===== src/rtl/prog_loader_pkg.sv =====
// prog_loader_pkg: shared state encoding, error codes and default widths
// for the runtime program loader of the 8-bit accumulator CPU.
package prog_loader_pkg;

    localparam int ADDR_W_DEF = 4;
    localparam int DATA_W_DEF = 8;

    typedef enum logic [2:0] {
        IDLE,
        HDR,
        DATA,
        CSUM,
        DONE,
        ERR
    } state_t;

    localparam logic [1:0] ERR_NONE    = 2'b00;
    localparam logic [1:0] ERR_CSUM    = 2'b01;
    localparam logic [1:0] ERR_TIMEOUT = 2'b10;

endpackage


===== src/rtl/prog_loader_if.sv =====
// prog_loader_if: byte-stream valid/ready handshake feeding the loader.
// master drives bytes, slave (the loader) returns in_ready.
interface prog_loader_if
    import prog_loader_pkg::*;
#(
    parameter int DATA_W = DATA_W_DEF
);

    logic              in_valid;
    logic [DATA_W-1:0] in_data;
    logic              in_ready;

    modport master (
        output in_valid,
        output in_data,
        input  in_ready
    );

    modport slave (
        input  in_valid,
        input  in_data,
        output in_ready
    );

endinterface


===== src/rtl/prog_loader_csum.sv =====
// prog_loader_csum: modulo-2^W running sum with clear and add enable.
// zero_nx tells whether the sum would be zero once din is added.
module prog_loader_csum
    import prog_loader_pkg::*;
#(
    parameter int W = DATA_W_DEF
) (
    input  logic         clk,
    input  logic         rst,
    input  logic         clr,
    input  logic         add_en,
    input  logic [W-1:0] din,
    output logic         zero_nx
);

    logic [W-1:0] acc;
    logic [W-1:0] sum;

    assign sum     = acc + din;
    assign zero_nx = (sum == '0);

    always_ff @(posedge clk) begin
        if (rst || clr) begin
            acc <= '0;
        end else if (add_en) begin
            acc <= sum;
        end
    end

endmodule


===== src/rtl/prog_loader.sv =====
// prog_loader: streams a header/data/checksum packet into program memory
// and releases the CPU. Optional idle timeout: PROG_LOADER_TIMEOUT_EN.
module prog_loader
    import prog_loader_pkg::*;
#(
    parameter int ADDR_W      = ADDR_W_DEF,
    parameter int DATA_W      = DATA_W_DEF,
    parameter int START_ADDR  = 0,
    parameter int TIMEOUT_CYC = 255
) (
    input  logic              clk,
    input  logic              rst,
    input  logic              start,
    prog_loader_if.slave      stream,
    output logic              mem_we,
    output logic [ADDR_W-1:0] mem_addr,
    output logic [DATA_W-1:0] mem_wdata,
    output logic [ADDR_W-1:0] pc_init,
    output logic              cpu_run,
    output logic              busy,
    output logic              load_err,
    output logic [1:0]        err_code
);

    if (TIMEOUT_CYC < 1) begin : g_bad_cfg
        $error("prog_loader: TIMEOUT_CYC must be at least 1");
    end

    state_t            state;
    logic [3:0]        cnt;
    logic [3:0]        cnt_last;
    logic [ADDR_W-1:0] pc_shadow;
    logic              in_ready_q;
    logic              xfer;
    logic              start_ok;
    logic              timeout;
    logic              zero_nx;

    assign stream.in_ready = in_ready_q;
    assign busy            = in_ready_q;
    assign xfer            = stream.in_valid && in_ready_q;
    assign start_ok        = start &&
                             (state == IDLE || state == DONE || state == ERR);

    prog_loader_csum #(
        .W(DATA_W)
    ) u_csum (
        .clk    (clk),
        .rst    (rst),
        .clr    (start_ok),
        .add_en (xfer),
        .din    (stream.in_data),
        .zero_nx(zero_nx)
    );

`ifdef PROG_LOADER_TIMEOUT_EN
    localparam int IDLE_W = $clog2(TIMEOUT_CYC + 1);

    logic [IDLE_W-1:0] idle_cnt;

    // Fires on the edge where the idle count would reach TIMEOUT_CYC.
    assign timeout = in_ready_q && !xfer &&
                     (idle_cnt == IDLE_W'(TIMEOUT_CYC - 1));

    always_ff @(posedge clk) begin
        if (rst || !in_ready_q || xfer || timeout) begin
            idle_cnt <= '0;
        end else begin
            idle_cnt <= idle_cnt + 1'b1;
        end
    end
`else
    assign timeout = 1'b0;
`endif

    always_ff @(posedge clk) begin
        if (rst) begin
            state      <= IDLE;
            in_ready_q <= 1'b0;
            mem_we     <= 1'b0;
            mem_addr   <= '0;
            mem_wdata  <= '0;
            pc_init    <= '0;
            cpu_run    <= 1'b0;
            load_err   <= 1'b0;
            err_code   <= ERR_NONE;
            cnt        <= '0;
            cnt_last   <= '0;
            pc_shadow  <= '0;
        end else begin
            mem_we <= 1'b0;
            if (start_ok) begin
                state      <= HDR;
                in_ready_q <= 1'b1;
                cpu_run    <= 1'b0;
                pc_init    <= '0;
                load_err   <= 1'b0;
                err_code   <= ERR_NONE;
                cnt        <= '0;
            end else if (timeout) begin
                state      <= ERR;
                in_ready_q <= 1'b0;
                load_err   <= 1'b1;
                err_code   <= ERR_TIMEOUT;
            end else if (xfer) begin
                unique case (state)
                    HDR: begin
                        cnt_last  <= stream.in_data[3:0];
                        pc_shadow <= ADDR_W'(stream.in_data[7:4]);
                        cnt       <= '0;
                        state     <= DATA;
                    end
                    DATA: begin
                        // Address wraps naturally at the memory depth.
                        mem_we    <= 1'b1;
                        mem_addr  <= ADDR_W'(START_ADDR) + ADDR_W'(cnt);
                        mem_wdata <= stream.in_data;
                        cnt       <= cnt + 1'b1;
                        if (cnt == cnt_last) begin
                            state <= CSUM;
                        end
                    end
                    CSUM: begin
                        in_ready_q <= 1'b0;
                        if (zero_nx) begin
                            state   <= DONE;
                            pc_init <= pc_shadow;
                            cpu_run <= 1'b1;
                        end else begin
                            state    <= ERR;
                            load_err <= 1'b1;
                            err_code <= ERR_CSUM;
                        end
                    end
                    default: begin
                    end
                endcase
            end
        end
    end

endmodule


===== src/flat_wrapper.sv =====
// flat-port wrapper written by rule: the top's interface ports become plain ports
module prog_loader_flat import prog_loader_pkg::*;
#(
    parameter int ADDR_W      = ADDR_W_DEF,
    parameter int DATA_W      = DATA_W_DEF,
    parameter int START_ADDR  = 0,
    parameter int TIMEOUT_CYC = 255
)
  (clk, rst, start, mem_we, mem_addr, mem_wdata, pc_init, cpu_run, busy, load_err, err_code, stream_in_valid, stream_in_data, stream_in_ready);
  prog_loader_if #(.DATA_W(DATA_W)) stream_i ();
  input  logic clk;
  input  logic rst;
  input  logic start;
  output logic mem_we;
  output logic [ADDR_W-1:0] mem_addr;
  output logic [DATA_W-1:0] mem_wdata;
  output logic [ADDR_W-1:0] pc_init;
  output logic cpu_run;
  output logic busy;
  output logic load_err;
  output logic [1:0] err_code;
  input wire logic [$bits(stream_i.in_valid)-1:0] stream_in_valid;
  input wire logic [$bits(stream_i.in_data)-1:0] stream_in_data;
  output wire logic [$bits(stream_i.in_ready)-1:0] stream_in_ready;
  assign stream_i.in_valid = stream_in_valid;
  assign stream_i.in_data = stream_in_data;
  assign stream_in_ready = stream_i.in_ready;
  prog_loader #(.ADDR_W(ADDR_W), .DATA_W(DATA_W), .START_ADDR(START_ADDR), .TIMEOUT_CYC(TIMEOUT_CYC)) u_core (.clk(clk), .rst(rst), .start(start), .stream(stream_i), .mem_we(mem_we), .mem_addr(mem_addr), .mem_wdata(mem_wdata), .pc_init(pc_init), .cpu_run(cpu_run), .busy(busy), .load_err(load_err), .err_code(err_code));
endmodule

===== config.mk =====
export PLATFORM = sky130hd
export DESIGN_NAME = prog_loader_flat
export DESIGN_NICKNAME = d
export VERILOG_FILES = /design/src/rtl/prog_loader_pkg.sv /design/src/rtl/prog_loader_if.sv /design/src/rtl/prog_loader_csum.sv /design/src/rtl/prog_loader.sv /design/src/flat_wrapper.sv
export SDC_FILE = /design/constraint.sdc
export NUM_CORES = 1
export LEC_CHECK = 0
export CORE_MARGIN = 4
export CORE_UTILIZATION = 52
export DETAILED_ROUTE_END_ITERATION = 6
export HOLD_SLACK_MARGIN = 0.08
export PLACE_DENSITY = 0.91
export SLEW_MARGIN = 20
export SYNTH_ARGS = -nofsm -noshare
export SYNTH_HDL_FRONTEND = slang
export SYNTH_SLANG_ARGS = --single-unit

===== constraint.sdc =====
create_clock -name clk -period 3.3 [get_ports clk]
set_input_delay 0.66 -clock clk [delete_from_list [all_inputs] [get_ports clk]]
set_output_delay 0.66 -clock clk [all_outputs]
set_load 0.01 [all_outputs]

==> reports/metrics.yaml <==
logic_synthesis:
  synth_edf_count: 0
  synthCells: 239
  yosysWarnings: 0
  ys_ff_latch: 43
  async_reset_ff_share_pct: 0
  yosysSeqAreaShare_pct: 42.7
  ys_types: 38
  synth_nets: 260
  synth-main-ff-cell: "dfxtp_1"
  syn_area_um2: 2020
  avgSynthCellArea_um2: 8.44
place:
  place_hpwl_mm: 3.28
  numPortBuffers: 33
  post-place-ws_ns: -0.0284
  placedCellCount: 312
  place.gp.congestion: 0.853
clock_tree:
  cts-root-buf: "clkbuf_8"
  htree_num_levels: 2
  cts_setup_buffers: 0
  cts_buffers: 5
  path_clk_slew_ns: 0.08
  clkLatencyLatePin_ns: 0.30
  cts_tree: "yes"
  ctsHoldBuffers: 0
  post_cts_resized: 0
  max-clock-path-buffers: 2
  cts_num_sinks: 43
layout:
  nets: 292
  fin_cells: 320
  layout_commonest_cell: "nand2_1"
  drive_gt1_share_pct: 5.88
  num_antenna_cells: 0
  most-common-layout-cells: "46 x nand2_1, 43 x dfxtp_1, 33 x clkdlybuf4s50_1"
  area_growth_pct: 22.3
timing:
  skew_ns: 0.00949
  hold_viol: 0
  fin_crit_ns: 3.04
  setup_tns_ns: 0
  drv_slew: 0
  max_freq_mhz: 329
  setup_viol: 0
  fin_crit_sh_pct: 92.1
  layout_setup_ws_ns: 0.262
  slew_headroom_pct: 51.6
  whs_ns: 0.456
  worstMarginPinSlew_ns: 0.726
  rsz0062_at_grt: "no"
min_path:
  worst_hold_path.endpoint: "u_core.mem_wdata[1]$_SDFFE_PP0P_"
  hold_start: "u_core.mem_wdata[1]$_SDFFE_PP0P_"
  holdPathStages: 2
  hp-class: "register to register"
routing:
  drc: 0
  drtPass1Iterations: 4
  num_vias: 1723
  routedWlPerCell_um: 13.7
  drt_wl_total_mm: 4.37
  vias_per_cell: 5.38
  drt.antenna.violating_nets: 0
  drt_iter0_markers: 73
setup_path:
  reg2reg_setup_slack_ns: 0.80
  crit_type: "input port to register"
  arrival_ns: 3.26
  reg2reg_to: "u_core.pc_init[0]$_SDFFE_PP0P_"
  endpoint_kind: "register"
  cp-start-kind: "input port"
  r2r_start: "u_core.u_csum.acc[0]$_SDFFE_PP0P_"
  crit_fanout: 5
  worstPathRequired_ns: 3.53
  worstRegToRegCells: 9
power:
  power_mw: 0.998
  power-per-cell-area_nw_per_um2: 405
  leakagePower_nw: 0.861
  ir_drop_uv: 324
grt:
  antenna_found_initial: 0
  grt_usage_pct: 19.1
  grt_pass1_wl_mm: 7.56
  grt_pass1_vias: 1700
  grt_max_degree: 17
  grt_overflow_total: 0
floorplan:
  dieWidth_um: 70.3
  placement_rows: 22
  die_y_um: 70.3
  start_util_pct: 54.3
  ios: 35
  core_um2: 3720
  die_area_um2: 4940
run:
  maxCapViolCount: 0
status:
  status: "finished clean"
per-layer routing:
| metal | global-route usage (%) | up-vias | part of all wire [%] |
|---|---|---|---|
| met5 | 0 | - | 0 |
| met4 | 6.81 | 0 | 1.1 |
| met1 | 22.0 | 803 | 44 |
| met3 | 5.32 | 6 | 5.0 |
| li1 | - | 878 | - |
| met2 | 33.6 | 36 | 50 |
cell families (layout without fill, tap and decap cells):
family                   count (synthesis)  in the layout  synth area share, %
other                                    1              1                0.186
AND/OR/NAND/NOR                         97             97                 21.7
multiplexers                            13             13                 6.45
XOR/XNOR                                13             13                 5.65
buffers and inverters                   16             49                 3.66
flip-flops                              43             43                 42.7
AO/OA/AOI/OAI                           47             47                 13.7
adder cells (fa/ha/maj)                  9              9                 5.96
power breakdown:
group / internal, mW / total, mW / leakage [nW] / switching, mW
registers: 0.529 / 0.538 / 0.348 / 0.00940
clock network: 0.148 / 0.328 / 0.0412 / 0.180
logic: 0.0562 / 0.132 / 0.472 / 0.0759
total: 0.733 / 0.998 / 0.861 / 0.265
worst max path at each step:
stage	startpoint	endpoint
finish	stream_in_data[0]	u_core.pc_init[0]$_SDFFE_PP0P_
global route	stream_in_data[0]	u_core.pc_init[3]$_SDFFE_PP0P_
CTS	stream_in_data[0]	u_core.pc_init[0]$_SDFFE_PP0P_
detailed placement	stream_in_data[0]	u_core.pc_init[0]$_SDFFE_PP0P_
global placement	stream_in_data[0]	u_core.pc_init[0]$_SDFFE_PP0P_
floorplan	stream_in_data[0]	u_core.pc_init[0]$_SDFFE_PP0P_
cell usage after synthesis, types with 2 or more instances:
master / number / share of area, %
nor2_1: 21 / 3.9
a21oi_1: 27 / 6.7
o41ai_1: 2 / 0.87
o21ai_0: 5 / 1.2
a211oi_1: 3 / 1.1
xnor2_1: 10 / 4.3
mux2i_1: 13 / 6.5
xor2_1: 3 / 1.3
nor2b_1: 4 / 1.2
inv_1: 3 / 0.56
buf_1: 2 / 0.37
nor3_1: 9 / 2.2
nand4_1: 3 / 0.93
clkbuf_1: 6 / 1.1
nand2_1: 46 / 8.6
buf_4: 3 / 1.1
nand2b_1: 2 / 0.62
a31oi_1: 2 / 0.62
nand3_1: 4 / 0.99
dfxtp_1: 43 / 43
or3_1: 2 / 0.62
buf_2: 2 / 0.50
ha_1: 8 / 5.0
o21bai_1: 2 / 0.74
per-stage QoR:
step / area, um^2 / utilization, %
after global placement: 2380 / 64.1
after CTS: 2470 / 66.4
after floorplan: 2020 / -
after global routing: 2470 / 66.4
after detailed placement: 2380 / 64.1
final: 2470 / 66.4
sequential cells by signal (all words and copies together) (netlist names):
| name | count |
|---|---|
| u_core.mem_wdata | 8 |
| u_core.pc_init | 4 |
| u_core.pc_shadow | 4 |
| u_core.mem_addr | 4 |
| u_core.busy | 1 |
| u_core.u_csum.acc | 8 |
| u_core.cpu_run | 1 |
| u_core.load_err | 1 |
| u_core.cnt | 4 |
| u_core.state | 3 |
| u_core.mem_we | 1 |
| u_core.cnt_last | 4 |
critical path, cell delays in order:
cell,delay (ns)
clkdlybuf4s50_1,0.45
ha_1,0.25
fa_1,0.43
a211oi_2,0.28
o21bai_1,0.11
a21oi_1,0.21
xnor2_1,0.19
nor4_4,0.31
buf_4,0.19
mux2i_1,0.17
area by class of cell:
type | count | area (um^2)
repair buffers | 38 | 368
fillers | 301 | 1250
clock inverters | 2 | 12.5
clock buffers | 6 | 72.6
multi-input cells | 180 | 1080
flip-flops and latches | 43 | 861
well taps | 48 | 60.1
inverters | 3 | 11.3
Power figures use the tool's default switching activity.
